File: config.mk
export PLATFORM = sky130hd
export DESIGN_NAME = fetch_pc_unit
export DESIGN_NICKNAME = d
export VERILOG_FILES = /design/src/rtl/fetch_pkg.sv /design/src/rtl/fetch_next_pc.sv /design/src/rtl/fetch_pc_unit.sv
export SDC_FILE = /design/constraint.sdc
export NUM_CORES = 1
export LEC_CHECK = 0
export ABC_AREA = 1
export CAP_MARGIN = 10
export CORE_MARGIN = 2
export CORE_UTILIZATION = 47
export CTS_BUF_LIST = sky130_fd_sc_hd__clkbuf_4
export DETAILED_ROUTE_END_ITERATION = 12
export PLACE_DENSITY_LB_ADDON = 0.1
export SLEW_MARGIN = 20
export SYNTH_ARGS = -nofsm -noshare
export SYNTH_HDL_FRONTEND = slang
export SYNTH_SLANG_ARGS = --single-unit
File: constraint.sdc
create_clock -name clk -period 2.45 [get_ports clk]
set_input_delay 0.245 -clock clk [delete_from_list [all_inputs] [get_ports clk]]
set_output_delay 0.245 -clock clk [all_outputs]
set_load 0.05 [all_outputs]
File: src/rtl/fetch_pkg.sv
// Shared fetch-block definitions: FSM states, default block geometry and the
// block-alignment helper reused by the decode stage for mask decoding.
package fetch_pkg;

  typedef enum logic [1:0] {
    BOOT   = 2'd0,
    RUN    = 2'd1,
    HALTED = 2'd2
  } fetch_fsm_e;

  localparam int unsigned PC_W            = 32;
  localparam int unsigned FETCH_WIDTH_DEF = 2;
  localparam int unsigned BLK_BYTES       = 4 * FETCH_WIDTH_DEF;
  localparam int unsigned OFF_W           = $clog2(BLK_BYTES);

  localparam logic [PC_W-1:0] BLK_OFF_MASK = PC_W'(BLK_BYTES - 1);

  function automatic logic [PC_W-1:0] block_align(input logic [PC_W-1:0] pc);
    return pc & ~BLK_OFF_MASK;
  endfunction

endpackage

File: src/rtl/fetch_next_pc.sv
// Next-fetch-PC selection: flush > redirect > predicted-taken > sequential block.
// Purely combinational so it can be shared with the predictor's lookahead.
module fetch_next_pc
  import fetch_pkg::*;
#(
  parameter int unsigned XLEN        = 32,
  parameter int unsigned FETCH_WIDTH = 2
) (
  input  logic [XLEN-1:0] i_pc,
  input  logic            i_hs,
  input  logic            i_flush_valid,
  input  logic [XLEN-1:0] i_flush_pc,
  input  logic            i_redirect_valid,
  input  logic [XLEN-1:0] i_redirect_pc,
  input  logic            i_pred_valid,
  input  logic [XLEN-1:0] i_pred_pc,
  output logic [XLEN-1:0] o_next_pc,
  output logic            o_epoch_bump
);

  localparam int unsigned     LOC_BLK    = 4 * FETCH_WIDTH;
  localparam int unsigned     LOC_OFF_W  = $clog2(LOC_BLK);
  localparam logic [XLEN-1:0] W_BLK      = XLEN'(LOC_BLK);
  localparam logic [XLEN-1:0] W_OFF_MASK = XLEN'(LOC_BLK - 1);
  localparam logic [XLEN-1:0] W_WORD_MSK = ~(XLEN'(3));

  logic [XLEN-1:0] w_aligned;
  logic [XLEN-1:0] w_seq_pc;

  generate
    if (XLEN == PC_W && LOC_OFF_W == OFF_W) begin : g_pkg_align
      assign w_aligned = block_align(i_pc);
    end else begin : g_local_align
      assign w_aligned = i_pc & ~W_OFF_MASK;
    end
  endgenerate

  // Wraps to zero at the top of the address space by modulo arithmetic.
  assign w_seq_pc = w_aligned + W_BLK;

  always_comb begin
    o_next_pc = i_pc;
    if (i_flush_valid) begin
      o_next_pc = i_flush_pc & W_WORD_MSK;
    end else if (i_redirect_valid) begin
      o_next_pc = i_redirect_pc & W_WORD_MSK;
    end else if (i_hs && i_pred_valid) begin
      o_next_pc = i_pred_pc & W_WORD_MSK;
    end else if (i_hs) begin
      o_next_pc = w_seq_pc;
    end
  end

  assign o_epoch_bump = i_flush_valid || i_redirect_valid;

endmodule

File: src/rtl/fetch_pc_unit.sv
// Fetch-address generator: holds the fetch PC, issues one block request per
// cycle over valid/ready, and tags requests with a redirect epoch.
module fetch_pc_unit
  import fetch_pkg::*;
#(
  parameter int unsigned   XLEN         = 32,
  parameter int unsigned   FETCH_WIDTH  = 2,
  parameter logic [XLEN-1:0] RESET_VECTOR = '0,
  parameter int unsigned   EPOCH_W      = 3
) (
  input  logic                   clk,
  input  logic                   rst_n,
  input  logic                   flush_valid,
  input  logic [XLEN-1:0]        flush_pc,
  input  logic                   redirect_valid,
  input  logic [XLEN-1:0]        redirect_pc,
  input  logic                   pred_valid,
  input  logic [XLEN-1:0]        pred_pc,
  input  logic                   halt,
  output logic                   req_valid,
  input  logic                   req_ready,
  output logic [XLEN-1:0]        req_pc,
  output logic [FETCH_WIDTH-1:0] req_mask,
  output logic [EPOCH_W-1:0]     req_epoch,
  output logic                   halted
);

  localparam int unsigned LOC_OFF_W = $clog2(4 * FETCH_WIDTH);
  localparam int unsigned SLOT_W    = (LOC_OFF_W > 2) ? LOC_OFF_W - 2 : 1;

  logic [XLEN-1:0]    r_pc;
  logic [EPOCH_W-1:0] r_epoch;
  fetch_fsm_e         r_fsm;

  fetch_fsm_e         w_fsm_nxt;
  logic [XLEN-1:0]    w_next_pc;
  logic               w_epoch_bump;
  logic               w_hs;

  assign req_valid = (r_fsm == RUN);
  assign req_pc    = r_pc;
  assign req_epoch = r_epoch;
  assign halted    = (r_fsm == HALTED);
  assign w_hs      = req_valid && req_ready;

  generate
    if (FETCH_WIDTH == 1) begin : g_mask_single
      assign req_mask = 1'b1;
    end else begin : g_mask_multi
      logic [SLOT_W-1:0] w_slot;
      assign w_slot = r_pc[LOC_OFF_W-1:2];
      // Slots before the entry word of an unaligned PC are not part of the fetch.
      always_comb begin
        req_mask = '0;
        for (int unsigned i = 0; i < FETCH_WIDTH; i++) begin
          req_mask[i] = (SLOT_W'(i) >= w_slot);
        end
      end
    end
  endgenerate

  fetch_next_pc #(
    .XLEN        (XLEN),
    .FETCH_WIDTH (FETCH_WIDTH)
  ) u_next_pc (
    .i_pc             (r_pc),
    .i_hs             (w_hs),
    .i_flush_valid    (flush_valid),
    .i_flush_pc       (flush_pc),
    .i_redirect_valid (redirect_valid),
    .i_redirect_pc    (redirect_pc),
    .i_pred_valid     (pred_valid),
    .i_pred_pc        (pred_pc),
    .o_next_pc        (w_next_pc),
    .o_epoch_bump     (w_epoch_bump)
  );

  // Halt only takes effect once any presented request has been accepted.
  always_comb begin
    w_fsm_nxt = r_fsm;
    unique case (r_fsm)
      BOOT:    w_fsm_nxt = RUN;
      RUN:     if (halt && (w_hs || !req_valid)) w_fsm_nxt = HALTED;
      HALTED:  if (flush_valid || !halt) w_fsm_nxt = RUN;
      default: w_fsm_nxt = BOOT;
    endcase
  end

  always_ff @(posedge clk or negedge rst_n) begin
    if (!rst_n) begin
      r_pc    <= RESET_VECTOR;
      r_epoch <= '0;
      r_fsm   <= BOOT;
    end else begin
      r_pc  <= w_next_pc;
      r_fsm <= w_fsm_nxt;
      if (w_epoch_bump) begin
        r_epoch <= r_epoch + EPOCH_W'(1);
      end
    end
  end

endmodule
# ---- Word-level counts from Yosys, hierarchy flattened
# Index checks and enable logic that the tools add are counted.
dict set report totals {
  register_bits 37
  output_inout_bits 39
}
dict set report op_classes {
  addsub 2
  n_lt_le_gt_ge 2
  n_eq_ne 4
  n_mux 7
  n_reduce_logical 11
}
# cell count
set ops {}
lappend ops {{$mux 32} 4}
lappend ops {{$add 32x4->32 const B} 1}
lappend ops {{$pmux 2 s3} 1}
lappend ops {{$mux 2} 2}
lappend ops {{$ne 2x1->1 const B} 2}
lappend ops {{$reduce_bool 4->1} 1}
lappend ops {{$add 3x1->3 const B} 1}
lappend ops {{$logic_and 1x1->1} 3}
lappend ops {{$logic_or 1x1->1} 3}
lappend ops {{$eq 2x1->1 const B} 1}
lappend ops {{$eq 2x2->1 const B} 1}
lappend ops {{$ge 1x1->1 const A} 2}
lappend ops {{$logic_not 1->1} 2}
lappend ops {{$logic_not 2->1} 1}
lappend ops {{$reduce_and 2->1} 1}

# ---- Longest topological paths before layout
# Gate-level depths: netlist of the first run.
dict set report logic_depth {
  ltp_word 6
  mapped_depth 12
  ltp_nobuf 12
}

# ---- Cells and area by module
# From an unflattened synthesis of the first run, not the netlist that was laid out.
dict set report hier_totals {
  hier_cells 444
  hier_area_um2 2917.8
}
# module n_inst cells_per_inst area_per_inst_um2 seq_area_each_um2
set modules_own_cells {}
lappend modules_own_cells {fetch_next_pc 1 375 1844.3 0.0}
lappend modules_own_cells {fetch_pc_unit 1 69 1073.5 925.9}

# ---- Least setup slack after synthesis of the first run
# No wires, ideal clock.
dict set report synth_path {
  kind {flip-flop to flip-flop}
  from {register r_pc[4], in the netlist req_pc[4]}
  to {register r_pc[27], in the netlist req_pc[27]}
  setup_ns 0.118
  arrival_ns 1.745
  required_ns 2.332
  slack_ns 0.587
  path_stages_with_launch 13
  path_buffers 0
  period_less_slack_ns 1.863
  cell_sequence {dfrtp_1 ha_1 nand2_2 nor2_8 nand2_4 nor2_4 nand2_1 nand2_1 nand3_1 nand2_1 nand2_1 nand2_1 nand2_1}
}
dict set report synth_via {
  elab_chain_len 5
}
# element line_no
set synth_rtl {}
lappend synth_rtl {{from (decl)} fetch_pc_unit.sv:31} ;# logic [XLEN-1:0] r_pc;
lappend synth_rtl {{from (signal assigned)} fetch_pc_unit.sv:95} ;# r_pc <= w_next_pc;
lappend synth_rtl {{$add 32x4->32} fetch_next_pc.sv:39} ;# assign w_seq_pc = w_aligned + W_BLK;
lappend synth_rtl {{$mux 32} fetch_next_pc.sv:49} ;# end else if (i_hs) begin
lappend synth_rtl {{$mux 32} fetch_next_pc.sv:47} ;# end else if (i_hs && i_pred_valid) begin
lappend synth_rtl {{$mux 32} fetch_next_pc.sv:45} ;# end else if (i_redirect_valid) begin
lappend synth_rtl {{$mux 32} fetch_next_pc.sv:43} ;# if (i_flush_valid) begin
# Every way passes these cells. The select of a mux whose other input is x is not followed.
# A chain may end at the register's enable or synchronous reset.

# ---- Final worst setup path of the first run
dict set report layout_path {
  from {register r_fsm[1]}
  to {output port halted}
}
dict set report layout_via {
  elab_chain_len 1
}
# element line_no
set layout_rtl {}
lappend layout_rtl {{from (decl)} fetch_pc_unit.sv:33} ;# fetch_fsm_e r_fsm;
lappend layout_rtl {{from (signal assigned)} fetch_pc_unit.sv:96} ;# r_fsm <= w_fsm_nxt;
lappend layout_rtl {{$eq 2x2->1} fetch_pc_unit.sv:43} ;# assign halted = (r_fsm == HALTED);
lappend layout_rtl {{to (decl)} fetch_pc_unit.sv:25} ;# output logic halted
# Every way passes these cells.

==> results of run 1 <==
==> worst reg2reg max path, stage by stage (launching register included) <==
cell                      delay (ns)
sky130_fd_sc_hd__dfrtp_1        0.44
sky130_fd_sc_hd__ha_1           0.21
sky130_fd_sc_hd__nand2_2        0.10
sky130_fd_sc_hd__nor2_8         0.17
sky130_fd_sc_hd__inv_2          0.06
sky130_fd_sc_hd__nor2_2         0.22
sky130_fd_sc_hd__nand2_1        0.08
sky130_fd_sc_hd__nand2_1        0.06
sky130_fd_sc_hd__nand3_1        0.07
sky130_fd_sc_hd__nand2_1        0.07
sky130_fd_sc_hd__nand2_1        0.05
sky130_fd_sc_hd__nand2_1        0.06
sky130_fd_sc_hd__nand2_1        0.05
==> per-layer routing <==
metal / global-route usage (%) / share of wire [%] / up-vias
met5: 0 / 0 / -
met4: 11.4 / 2.3 / 0
met1: 33.8 / 42 / 1704
met2: 45.6 / 48 / 141
met3: 4.29 / 7.4 / 19
li1: - / - / 1956
==> cell type report <==
| type | instances | area [µm²] | share of cell area, % |
|---|---|---|---|
| Sequential cell | 35 | 876 | 18.9 |
| Tap cell | 80 | 100 | 2.17 |
| Multi-Input combinational cell | 443 | 2060 | 44.6 |
| Clock buffer | 6 | 45.0 | 0.974 |
| Inverter | 38 | 143 | 3.09 |
| Clock inverter | 2 | 7.51 | 0.162 |
| Timing Repair Buffer | 142 | 1390 | 30.1 |
==> power breakdown <==
group / switching (W) / internal [W] / total (W)
Combinational: 0.00117 / 0.000675 / 0.00185
Clock: 0.000200 / 0.000118 / 0.000317
Sequential: 0.000202 / 0.000722 / 0.000923
==> metrics by stage <==
step                area [µm²]  cells
floorplan                 3220    541
detailed placement        4570    738
CTS                       4620    746
global placement          4570    738
finish                    4620    746
global route              4620    746
==> synth_stat cells (all sizes together) (3+ instances only) <==
| cell | instances | share of area [%] |
|---|---|---|
| o22ai | 3 | 0.58 |
| inv | 37 | 4.3 |
| nand3 | 31 | 5.0 |
| xnor2 | 6 | 1.6 |
| nand2 | 191 | 24 |
| a221oi | 4 | 1.1 |
| nor2 | 129 | 18 |
| dfrtp | 35 | 27 |
| buf | 16 | 3.3 |
| o21ai | 31 | 4.9 |
| o211ai | 4 | 0.93 |
| and2 | 3 | 0.58 |
| a21oi | 29 | 4.5 |
| clkbuf | 9 | 1.1 |
==> path summary, 6_finish.rpt <==
path,start,endpoint,cells past startpoint
setup / recovery,r_fsm[1],halted,3
hold reg to reg,req_epoch[2],req_epoch[2],1
min in group clk,req_epoch[2],req_epoch[2],1
setup reg to reg,req_pc[4],req_pc[31],12
max in group asynchronous,rst_n,req_pc[8],1
hold / removal,rst_n,req_pc[15],1
==> cell usage in the layout, fill, tap and decap left out, types with 3 or more instances in the layout <==
cell / n
sky130_fd_sc_hd__inv_1: 32
sky130_fd_sc_hd__nand2_1: 181
sky130_fd_sc_hd__clkdlybuf4s50_1: 131
sky130_fd_sc_hd__o21ai_1: 10
sky130_fd_sc_hd__o21ai_0: 20
sky130_fd_sc_hd__nor2_2: 5
sky130_fd_sc_hd__nand2_2: 6
sky130_fd_sc_hd__nand3_1: 30
sky130_fd_sc_hd__xnor2_1: 6
sky130_fd_sc_hd__nand2_4: 4
sky130_fd_sc_hd__a21oi_1: 29
sky130_fd_sc_hd__dfrtp_1: 35
sky130_fd_sc_hd__conb_1: 3
sky130_fd_sc_hd__clkbuf_4: 6
sky130_fd_sc_hd__inv_2: 5
sky130_fd_sc_hd__nor2_4: 8
sky130_fd_sc_hd__o211ai_1: 4
sky130_fd_sc_hd__buf_4: 10
sky130_fd_sc_hd__clkinv_1: 3
sky130_fd_sc_hd__o22ai_1: 3
sky130_fd_sc_hd__nor2_1: 114
sky130_fd_sc_hd__a221oi_1: 4
sky130_fd_sc_hd__and2_1: 3
==> state kept, by name (all words and copies together), names as in the netlist <==
name and cells:
req_pc 30, r_fsm 2, req_epoch 3
==> cell families (layout without fill, tap and decap cells) <==
kind of cell | count (synthesis) | after routing
adders and majority gates | 2 | 2
and+or+nand+nor | 355 | 355
xor gates and xnor gates | 7 | 7
other | 2 | 3
DFF | 35 | 35
AOI/OAI and AO/OA | 76 | 76
buffers and inverters | 63 | 188
==> impl_summary.md, run 1 <==
Run status
The flow ran to the end, but the final reports show violations. The checks that failed: hold timing.

Drt
For this run, design rule violations remaining after detail routing come to 0. The first routing iteration left 209 violations. In this run the remaining antenna-violating nets after routing total 0. The number of detailed-route iterations in the first pass is 4. Summed over all layers, the routed wires come to 9940 µm. The via count is between 3,000 and 4,000. After detailed routing, the average wire length per cell comes to around 13 µm.

The average vias per placed instance is a little over 5.

Synthesis
The cell count after synthesis came out at 540. The area share of fa/ha/maj cells after synthesis is 0.778%. The parity-gate share of the synthesized area counting xor and xnor cells is 1.91%. The share of synthesized area occupied by flip-flops and latches is 27.2%. The synthesized design contains 0 enable-type register cells.

The count of cell types in the netlist is 34. The number of synthesized register bits is 35. The yosys synthesis warning count is 0. Summing the areas of all and, or, nand and nor instances in the mapped netlist gives 47.8% of the synthesized area. Dividing the synthesized area by the synthesized cell count gives 5.95 µm². The async set-reset flop share out of synthesis is 100%.

The multiplexer share of the synthesized area is 0%. The synthesized netlist devotes about an eighth of its cell area to compound gates. The dominant combinational cell family by area after synthesis is simple AND/OR/NAND/NOR gates. The cell area after synthesis is 3220 µm².

The most used flip-flop cell after synthesis is sky130_fd_sc_hd__dfrtp_1.

Place
The number of port buffers is 132. Before CTS, the worst setup slack after placement is approximately 0.45 ns. The total half-perimeter wirelength after legalization and detailed placement is 7560 µm. At the end of routability-driven placement, the weighted congestion stood at just over 0.9.

STA
Final hold analysis gives a worst-case slack of -0.00627 ns. Setup violations remaining at the end of the flow were counted as 0. The final max-slew violation count was 0. The worst slew slack as a fraction of its limit is 42.4%. Setup repair after global routing left no endpoint under its margin. The worst path meets setup with roughly 0.44 ns of slack. The number of hold-slack violations in the final timing report is 3. The setup skew after layout is 0.00231 ns. The final critical path takes up 82.1% of the cycle. For the final routed database, the setup TNS stands at 0 ns.

The smallest clock period supported by the final layout is computed as 2.01 ns. The transition at the pin with the smallest max-transition slack is roughly 0.86 ns. For this run, the top clock speed supported by timing is a little under 500 MHz.

CTS
The clock tree from TritonCTS is yes. The buffer type at the clock tree root is sky130_fd_sc_hd__clkbuf_4. The post-cts gate resize count is 0. The number of buffers inserted for hold repair after clock tree synthesis is 0.

The clock network latency to the later pin of the worst-skew pair is 0.34 ns. The total clock sinks is 35. The maximum buffer depth of the clock tree is 2.

The H-tree generated during clock tree synthesis spans 2 levels. Clock-pin slew was measured on the worst setup and hold paths at 0.11 ns. The number of CTS-inserted buffers is 5. Once the clock tree was built, the setup fixing pass inserted 0 buffers.

Setup path
The slowest cell on the critical path is sky130_fd_sc_hd__clkdlybuf4s50_1. In this design, the stage delay of the slowest critical-path cell is 0.83 ns. The register-to-register setup slack is 0.71 ns. The kind of critical path is register to primary output. The arrival time at the worst endpoint is 1.77 ns.

In this run the worst path has a maximum fanout of 2. The number of buffers and inverters on the critical path is 2. The cell class contributing the biggest share of worst-path delay is buffers and inverters. The kind of capture point of the worst setup path is a primary output. Walking the worst path, the cells encountered are inv_1, nor2_1, clkdlybuf4s50_1.

STA classifies the critical path startpoint as a register. For the worst setup path, the data required time is roughly 2.2 ns.

Global route
The number of global-route vias before repair was 3,617. Global routing consumed, over all layers together, about 27% of the routing resources. The initial antenna violation count is 0. Entering global routing, the biggest net connects 42 pins.

The global-route wire length before repair is 16,200 µm. Summed over all layers, the global routing overflow is 0.

Floorplan
The die covers ~7500 µm². The die is 86.7 µm tall. The initial utilization of the core area, before any placement, comes to between 40% and 50%. The number of placement rows is 30. The number of I/O pins is 142.

The core box area is 6720 µm². The overall die width is 86.7 µm.

Power and ir drop
The total power of the final layout is 0.00309 W. The power density relative to cell area is 668 nW/µm². The leakage power summed over all cells is 2.14 nW. Across the VDD grid, the largest voltage drop is 0.763 mV.

Layout
Cells fill between 60% and 70% of the core in the end. The repair_antennas step left the layout with diodes totalling 0. The fraction of layout instances using a drive strength above 1 is 7.36%.

The post-layout net count is 770. The final-layout fill cell count is roughly 610. The growth of design area from synthesis to finish is 43.8%.

Min path
The class of the tightest hold or removal check is input port to asynchronous set/reset pin.

Job
The max-cap check violation count is 0.
Note: power is estimated with default switching activity, not from simulation.
==> run 2, diff against run 1 <==
--- a/config.mk
+++ b/config.mk
@@ -8,7 +8,7 @@
 export ABC_AREA = 1
 export CAP_MARGIN = 10
 export CORE_MARGIN = 2
-export CORE_UTILIZATION = 47
+export CORE_UTILIZATION = 44
 export CTS_BUF_LIST = sky130_fd_sc_hd__clkbuf_4
 export DETAILED_ROUTE_END_ITERATION = 12
 export PLACE_DENSITY_LB_ADDON = 0.1
==> constraint.sdc (replaced) <==
create_clock -name clk -period 1.9 [get_ports clk]
set_input_delay 0.19 -clock clk [delete_from_list [all_inputs] [get_ports clk]]
set_output_delay 0.19 -clock clk [all_outputs]
set_load 0.05 [all_outputs]
==> run 2 against run 1 <==
The run now ends clean. Sequential cell count unchanged. Setup slack got worse by 0.39 ns. Largest power group unchanged. Global-route usage grew 0.48 points. Highest routed layer unchanged. Combinational power is 31% higher. Critical endpoint is now req_pc[21]. Cell count is 3.9% higher. Sequential power rose by 29%. Clock power increased by 43%. Count of clock-buffer cells in the layout increased by 1. Final area increased by 3.4%.
==> impl_summary.md, run 2 (same netlist as run 1, synthesis figures left out) <==
Setup path
The critical-path maximum fanout is 6 (was 2). The data required time of the critical path is 1.71 ns (was 2.20 ns). The cell class contributing the biggest share of worst-path delay is buffers and inverters (unchanged).

The number of buffers and inverters on the critical path came to 1 (was 2). The kind of critical path is register to primary output (unchanged). Ordered cell list for the critical path: clkdlybuf4s50_1 (was inv_1, nor2_1, clkdlybuf4s50_1). The longest individual stage delay on the worst path came to 0.84 ns (was 0.83 ns). The kind of capture point of the worst setup path is a primary output (unchanged). The type of element launching the critical path is a register (unchanged). The arrival time at the worst endpoint is 1.66 ns (was 1.77 ns). The slowest cell on the critical path is sky130_fd_sc_hd__clkdlybuf4s50_1 (unchanged).

STA
The transition at the pin with the smallest max-transition slack is 0.527 ns (was 0.864 ns). The worst slew slack as a fraction of its limit was 64.8% (was 42.4%). RSZ-0062 raised after global routing: false (unchanged). The final-layout setup total negative slack is 0 ns (unchanged). The number of hold-slack violations in the final timing report is 0 (was 3). The setup skew after layout came to 0.0204 ns (was 0.00231 ns).

The count of final setup violators is 0 (unchanged). The highest clock frequency the design can meet is ~540 MHz. The final max-slew violation count is 0 (unchanged). Counting I/O delays and the setup requirement, the final critical path takes 1.85 ns. The final critical path takes up between 90 and 100% of the cycle.

CTS
The buffer type at the clock tree root is sky130_fd_sc_hd__clkbuf_4 (unchanged). The clock network latency to the later pin of the worst-skew pair is 0.36 ns (was 0.34 ns). The total clock sinks is 35 (unchanged). The level count of the clock H-tree is 2 (unchanged). The CTS clock-pin slew for the worst setup and hold paths came to 0.13 ns (was 0.11 ns). The number of CTS-inserted buffers is 5 (unchanged). The clock tree from TritonCTS is yes (unchanged).

The maximum buffer depth of the clock tree was 2 (unchanged).

Floorplan
The core box area was 7180 µm² (was 6720 µm²). The height of the die came to 89.5 µm (was 86.7 µm). The number of placement rows is 31 (was 30). The area of the die is 8010 µm² (was 7520 µm²).

The overall die width is 89.5 µm (was 86.7 µm). The number of I/O pins is 142 (unchanged). The starting density of the core is 44.8% (was 47.9%).

Drt
The final antenna-violating net count was 0 (unchanged). The post-detailed-route wirelength per cell is 13.7 µm (was 13.3 µm). The DRC violation count after routing came to 0 (unchanged). The total wire length is 10,600 µm (was 9940 µm). The via count is 3,889 (was 3,820). The average vias per placed instance is 5.02 (was 5.12). The number of detailed-route iterations in the first pass is 4 (unchanged). The DRC marker count from the first detailed-route iteration was 182 (was 209).

Power and ir drop
The worst ir drop on vdd is 0.726 mV (was 0.763 mV). The leakage power summed over all cells is 2.29 nW (was 2.14 nW). The internal power contribution came to 0.00200 W (was 0.00151 W). The share of total power consumed by net switching is 50.9% (was 51.0%).

The net load switching power is 0.00207 W (was 0.00158 W). The portion of total power attributed to combinational logic came to 59.7% (was 59.9%). The power density relative to cell area is 850 nW/µm² (was 668 nW/µm²). The part of the total power dissipated in sequential elements is 29.2% (was 29.9%). The portion of total power attributed to the clock network came to 11.1% (was 10.3%).

Global route
The initial antenna violation count is 0 (unchanged). The number of global-route vias before repair is 3,785 (was 3,617). The global router's overall resource usage is 27.3% (was 26.9%). The remaining global-route overflow is 0 (unchanged). The pin count of the biggest net entering global routing is 36 (was 42). The global-route wire length before repair came to 17,100 µm (was 16,200 µm).

Layout
The growth of design area from synthesis to finish is 48.7% (was 43.8%). The final instance count without filler cells was 775 (was 746). Most used cells in the layout excluding fill and tap cells: sky130_fd_sc_hd__nand2_1, sky130_fd_sc_hd__clkdlybuf4s50_1, sky130_fd_sc_hd__nor2_1, sky130_fd_sc_hd__dfrtp_1, sky130_fd_sc_hd__inv_1 (unchanged). The post-layout net count was 780 (was 770).

The fraction of layout instances using a drive strength above 1 is 9.32% (was 7.36%). The flip-flop count of the largest register after layout was 30 (unchanged). The number of inserted diodes is 0 (unchanged). The most common cell after layout, fill and taps aside is sky130_fd_sc_hd__nand2_1 (unchanged).

Place
The post-placement cell count was 765 (was 738). The total half-perimeter wirelength after legalization and detailed placement is 8060 µm (was 7560 µm). The placer congestion estimate is 0.886 (was 0.920). The number of port buffers came to 132 (unchanged).

Min path
The class of the tightest hold or removal check is input port to asynchronous set/reset pin (unchanged).

Run status
Outcome: completed (was complete, but fails checks).

Job
The max-cap check violation count is 0 (unchanged).
## run 2: cell count changes in the layout (fill, tap and decap cells not counted), sizes merged
cell           change
buf               +12
clkinv             -1
clkbuf             +1
dlygate4sd2        +2
clkdlybuf4s50     -13
dlygate4sd3        +1
dlymetal6s2s       +8
## run 2: power by group through the flow
stage | Clock (W) | Combinational [W] | Sequential, W
finish | 0.000453 | 0.00243 | 0.00119
global route | 0.000486 | 0.00264 | 0.00122
CTS | 0.000465 | 0.00243 | 0.00119
detailed placement | 0 | 0.00242 | 0.00120
global placement | 0 | 0.00240 | 0.00119
floorplan | 0 | 0.00102 | 0.00173
## run 2: path summary, 6_finish.rpt
kind | start | to | slack [ns] | cells after the start
max | req_pc[21] | req_pc[21] | 0.05 | 1
min | rst_n | req_pc[17] | 0.40 | 3
max reg2reg | req_pc[4] | req_pc[29] | 0.17 | 12
min reg2reg | req_epoch[2] | req_epoch[2] | 0.48 | 1
max in group asynchronous | rst_n | r_fsm[1] | 1.12 | 3
min in group clk | flush_pc[9] | req_pc[9] | 0.46 | 3
## run 2: layout make-up
| class | count | area [µm²] |
|---|---|---|
| Timing Repair Buffer | 152 | 1520 |
| Tap cell | 99 | 124 |
| Fill cell | 690 | 2390 |
| Clock buffer | 7 | 52.6 |
| Inverter | 38 | 143 |
| Sequential cell | 35 | 876 |
| Clock inverter | 1 | 5.00 |
| Multi-Input combinational cell | 443 | 2070 |
## run 2: layer usage
metal	vias up	part of all wire [%]	track usage, %
li1	1967	-	-
met4	0	1.4	7.06
met5	-	0	0
met3	14	5.6	4.06
met2	117	48	48.1
met1	1791	45	35.0
## run 2: repair_timing
| item | CTS | global route |
|---|---|---|
| hold buffers | 1 | 0 |
| endpoints found under the hold margin | 35 | 0 |
| setup buffers | 0 | 1 |
| setup endpoints to repair | 2 | 9 |
| gates resized for setup | 2 | 9 |
## run 2: metrics by stage
stage / util [%] / instance area (µm²) / total power, W / setup WS [ns] / hold slack [ns]
2_1_floorplan: - / 3220 / 0.00275 / 0.0370 / -0.106
3_5_place_dp: 65.3 / 4680 / 0.00362 / 0.186 / 0.269
4_1_cts: 66.2 / 4750 / 0.00408 / 0.00852 / 0.408
5_1_grt: 66.6 / 4780 / 0.00434 / 0.00160 / 0.463
3_3_place_gp: 65.3 / 4680 / 0.00359 / 0.229 / 0.267
6_report: 66.6 / 4780 / 0.00406 / 0.0478 / 0.400
==> run 3, diff against run 2 <==
--- a/config.mk
+++ b/config.mk
@@ -12,6 +12,7 @@
 export CTS_BUF_LIST = sky130_fd_sc_hd__clkbuf_4
 export DETAILED_ROUTE_END_ITERATION = 12
 export PLACE_DENSITY_LB_ADDON = 0.1
+export REMOVE_ABC_BUFFERS = 1
 export SLEW_MARGIN = 20
 export SYNTH_ARGS = -nofsm -noshare
 export SYNTH_HDL_FRONTEND = slang
==> run 3 against run 2 <==
Clock power down 6.2%. Largest power group unchanged. Final area down 1.2%. Sequential power about the same.
==> impl_summary.md, run 3 (same netlist as run 1, synthesis figures left out) <==
Run status
Outcome: completed (unchanged).

Global route
The initial antenna violation count is 0 (unchanged). The pin count of the biggest net entering global routing is 36 (unchanged). The global-route wire length before repair is 15,600 µm (was 17,100 µm). The number of global-route vias before repair is 3,441 (was 3,785). The global routing met3 resource utilization was 4.43% (was 4.06%). The remaining global-route overflow is 0 (unchanged).

The met2 track utilization from global routing came to 41.8% (was 48.1%). The global router's overall resource usage is 24.8% (was 27.3%). The met1 usage in global routing is 32.9% (was 35.0%).

The highest-utilization routing layer at the global route stage is met2 (unchanged).

Setup path
The beginning of the worst register-to-register path was req_pc[4] (unchanged). The register-to-register setup slack is 0.25 ns (was 0.17 ns). The arrival time at the worst endpoint came to 1.68 ns (was 1.66 ns). The launching instance or port of the critical path is req_pc[14] (was req_pc[21]).

The type of element launching the critical path was a register (unchanged). The data required time of the critical path is 1.71 ns (about the same). The capturing instance or port of the critical path is req_pc[14] (was req_pc[21]). The number of cells on the critical path is 1 (unchanged). Ordered cell list for the critical path: clkdlybuf4s50_1 (unchanged). The cell depth of the worst flop-to-flop path is 12 (unchanged). The longest individual stage delay on the worst path is 0.87 ns (was 0.84 ns). The slowest cell on the critical path is sky130_fd_sc_hd__clkdlybuf4s50_1 (unchanged). The endpoint of the most critical register-to-register path is req_pc[23] (was req_pc[29]).

The kind of critical path is register to primary output (unchanged). The cell class contributing the biggest share of worst-path delay is buffers and inverters (unchanged). The kind of capture point of the worst setup path is a primary output (unchanged). The number of buffers and inverters on the critical path is 1 (unchanged). The critical-path maximum fanout came to 5 (was 6).

Place
The post-placement cell count was 760 (was 765). The number of port buffers is 132 (unchanged). The total half-perimeter wirelength after legalization and detailed placement is 7550 µm (was 8060 µm).

The placer congestion estimate is 0.883 (was 0.886). The placed cell area was 4640 µm² (was 4680 µm²).

Layout
The post-layout net count is 774 (was 780). The final-layout fill cell count is 676 (was 690). The cell area after layout was 4720 µm² (was 4780 µm²).

The fraction of layout instances using a drive strength above 1 was 8.36% (was 9.32%). Most used cells in the layout excluding fill and tap cells: sky130_fd_sc_hd__nand2_1, sky130_fd_sc_hd__clkdlybuf4s50_1, sky130_fd_sc_hd__nor2_1, sky130_fd_sc_hd__dfrtp_1, sky130_fd_sc_hd__inv_1 (unchanged). The growth of design area from synthesis to finish is 46.9% (was 48.7%).

The most common cell after layout, fill and taps aside is sky130_fd_sc_hd__nand2_1 (unchanged). The final instance count without filler cells was 769 (was 775). The end-of-flow core utilization came to 65.8% (was 66.6%).

The flip-flop count of the largest register after layout came to 30 (unchanged). The number of inserted diodes was 0 (unchanged).

STA
The number of hold-slack violations in the final timing report was 0 (unchanged). The smallest hold slack is 0.430 ns (was 0.400 ns). The worst slew slack as a fraction of its limit is 45.7% (was 64.8%). The highest clock frequency the design can meet was 536 MHz (was 540 MHz).

RSZ-0062 raised after global routing: false (unchanged). The setup skew after layout was 0.0249 ns (was 0.0204 ns). The count of final setup violators was 0 (unchanged). The final cycle utilization of the critical path came to 98.2% (was 97.5%). The final max-slew violation count was 0 (unchanged). The transition at the pin with the smallest max-transition slack is 0.814 ns (was 0.527 ns). The shortest period the worst path allows came to 1.87 ns (was 1.85 ns).

Floorplan
The number of I/O pins is 142 (unchanged). The number of placement rows is 31 (unchanged). The overall die width is 89.5 µm (unchanged).

The core box area is 7180 µm² (unchanged). The starting density of the core came to 44.8% (unchanged). The height of the die came to 89.5 µm (unchanged). The area of the die is 8010 µm² (unchanged).

CTS
The maximum buffer depth of the clock tree came to 2 (unchanged). The clock tree from TritonCTS is yes (unchanged). The number of setup buffers added after CTS is 0 (unchanged).

The buffer type at the clock tree root is sky130_fd_sc_hd__clkbuf_4 (unchanged). The total clock sinks is 35 (unchanged). The clock network latency to the later pin of the worst-skew pair is 0.36 ns (about the same). The number of CTS-inserted buffers was 5 (unchanged). The CTS clock-pin slew for the worst setup and hold paths was 0.13 ns (about the same). The level count of the clock H-tree is 2 (unchanged).

Power and ir drop
The worst ir drop on vdd came to 0.643 mV (was 0.726 mV). The power density relative to cell area came to 848 nW/µm² (was 850 nW/µm²). The leakage power summed over all cells is 2.25 nW (was 2.29 nW).

Drt
The final antenna-violating net count was 0 (unchanged). The DRC marker count from the first detailed-route iteration is 126 (was 182). The number of detailed-route iterations in the first pass is 4 (unchanged). The post-detailed-route wirelength per cell is 12.9 µm (was 13.7 µm).

The average vias per placed instance is 4.92 (was 5.02). The total wire length is 9890 µm (was 10,600 µm). The via count came to 3,780 (was 3,889). The DRC violation count after routing is 0 (unchanged).

Job
The max-cap check violation count is 0 (unchanged).

Min path
The class of the tightest hold or removal check was input port to asynchronous set/reset pin (unchanged).
[run 3: cell count changes in the layout (fill, tap and decap cells not counted), sizes merged]
cell,change
clkbuf,-1
clkdlybuf4s50,+1
clkinv,+1
buf,-5
dlymetal6s2s,-1
dlygate4sd2,-1
[run 3: repair_timing]
action                                 4_1_cts  5_1_grt
hold buffers                                 1        0
setup endpoints to repair                    1        7
gates cloned                                 0        0
resized for setup                            1        7
endpoints found under the hold margin       35        0
[run 3: area by class of cell]
| type | instances | area, µm² | share of cell area, % |
|---|---|---|---|
| inverters | 38 | 143 | 3.02 |
| clock inverters | 2 | 7.51 | 0.159 |
| multi-input cells | 443 | 2060 | 43.6 |
| clock buffers | 6 | 45.0 | 0.954 |
| repair buffers | 146 | 1470 | 31.1 |
| well taps | 99 | 124 | 2.62 |
| flip-flops and latches | 35 | 876 | 18.5 |
[run 3: worst min-delay path by stage]
stage          cells past startpoint   from      endpoint  slack [ns]
6_report                           2  rst_n  req_epoch[2]        0.43
5_1_grt                            3   halt      r_fsm[1]        0.46
4_1_cts                            3   halt      r_fsm[1]        0.44
3_5_place_dp                       1  rst_n  req_epoch[0]        0.34
3_3_place_gp                       1  rst_n  req_epoch[2]        0.33
2_1_floorplan                      0  rst_n      r_fsm[0]       -0.11
[run 3: through the flow]
step | setup TNS, ns | setup slack, ns | total power, W
floorplan | -1.78 | -0.227 | 0.00268
global placement | 0 | 0.212 | 0.00357
detailed placement | 0 | 0.199 | 0.00360
CTS | 0 | 0.00362 | 0.00403
global route | 0 | 0.00439 | 0.00428
finish | 0 | 0.0340 | 0.00401
[run 3: where the power goes]
| group | internal, W | switching (W) |
|---|---|---|
| logic | 0.000879 | 0.00152 |
| registers | 0.000930 | 0.000257 |
| clock network | 0.000152 | 0.000273 |
| total | 0.00196 | 0.00205 |
[run 3: routing by layer]
metal  wire length [µm]  vias up
li1                   -     1960
met1               4460     1679
met2               4560      128
met3                697       13
met4                167        0
met5                  0        -
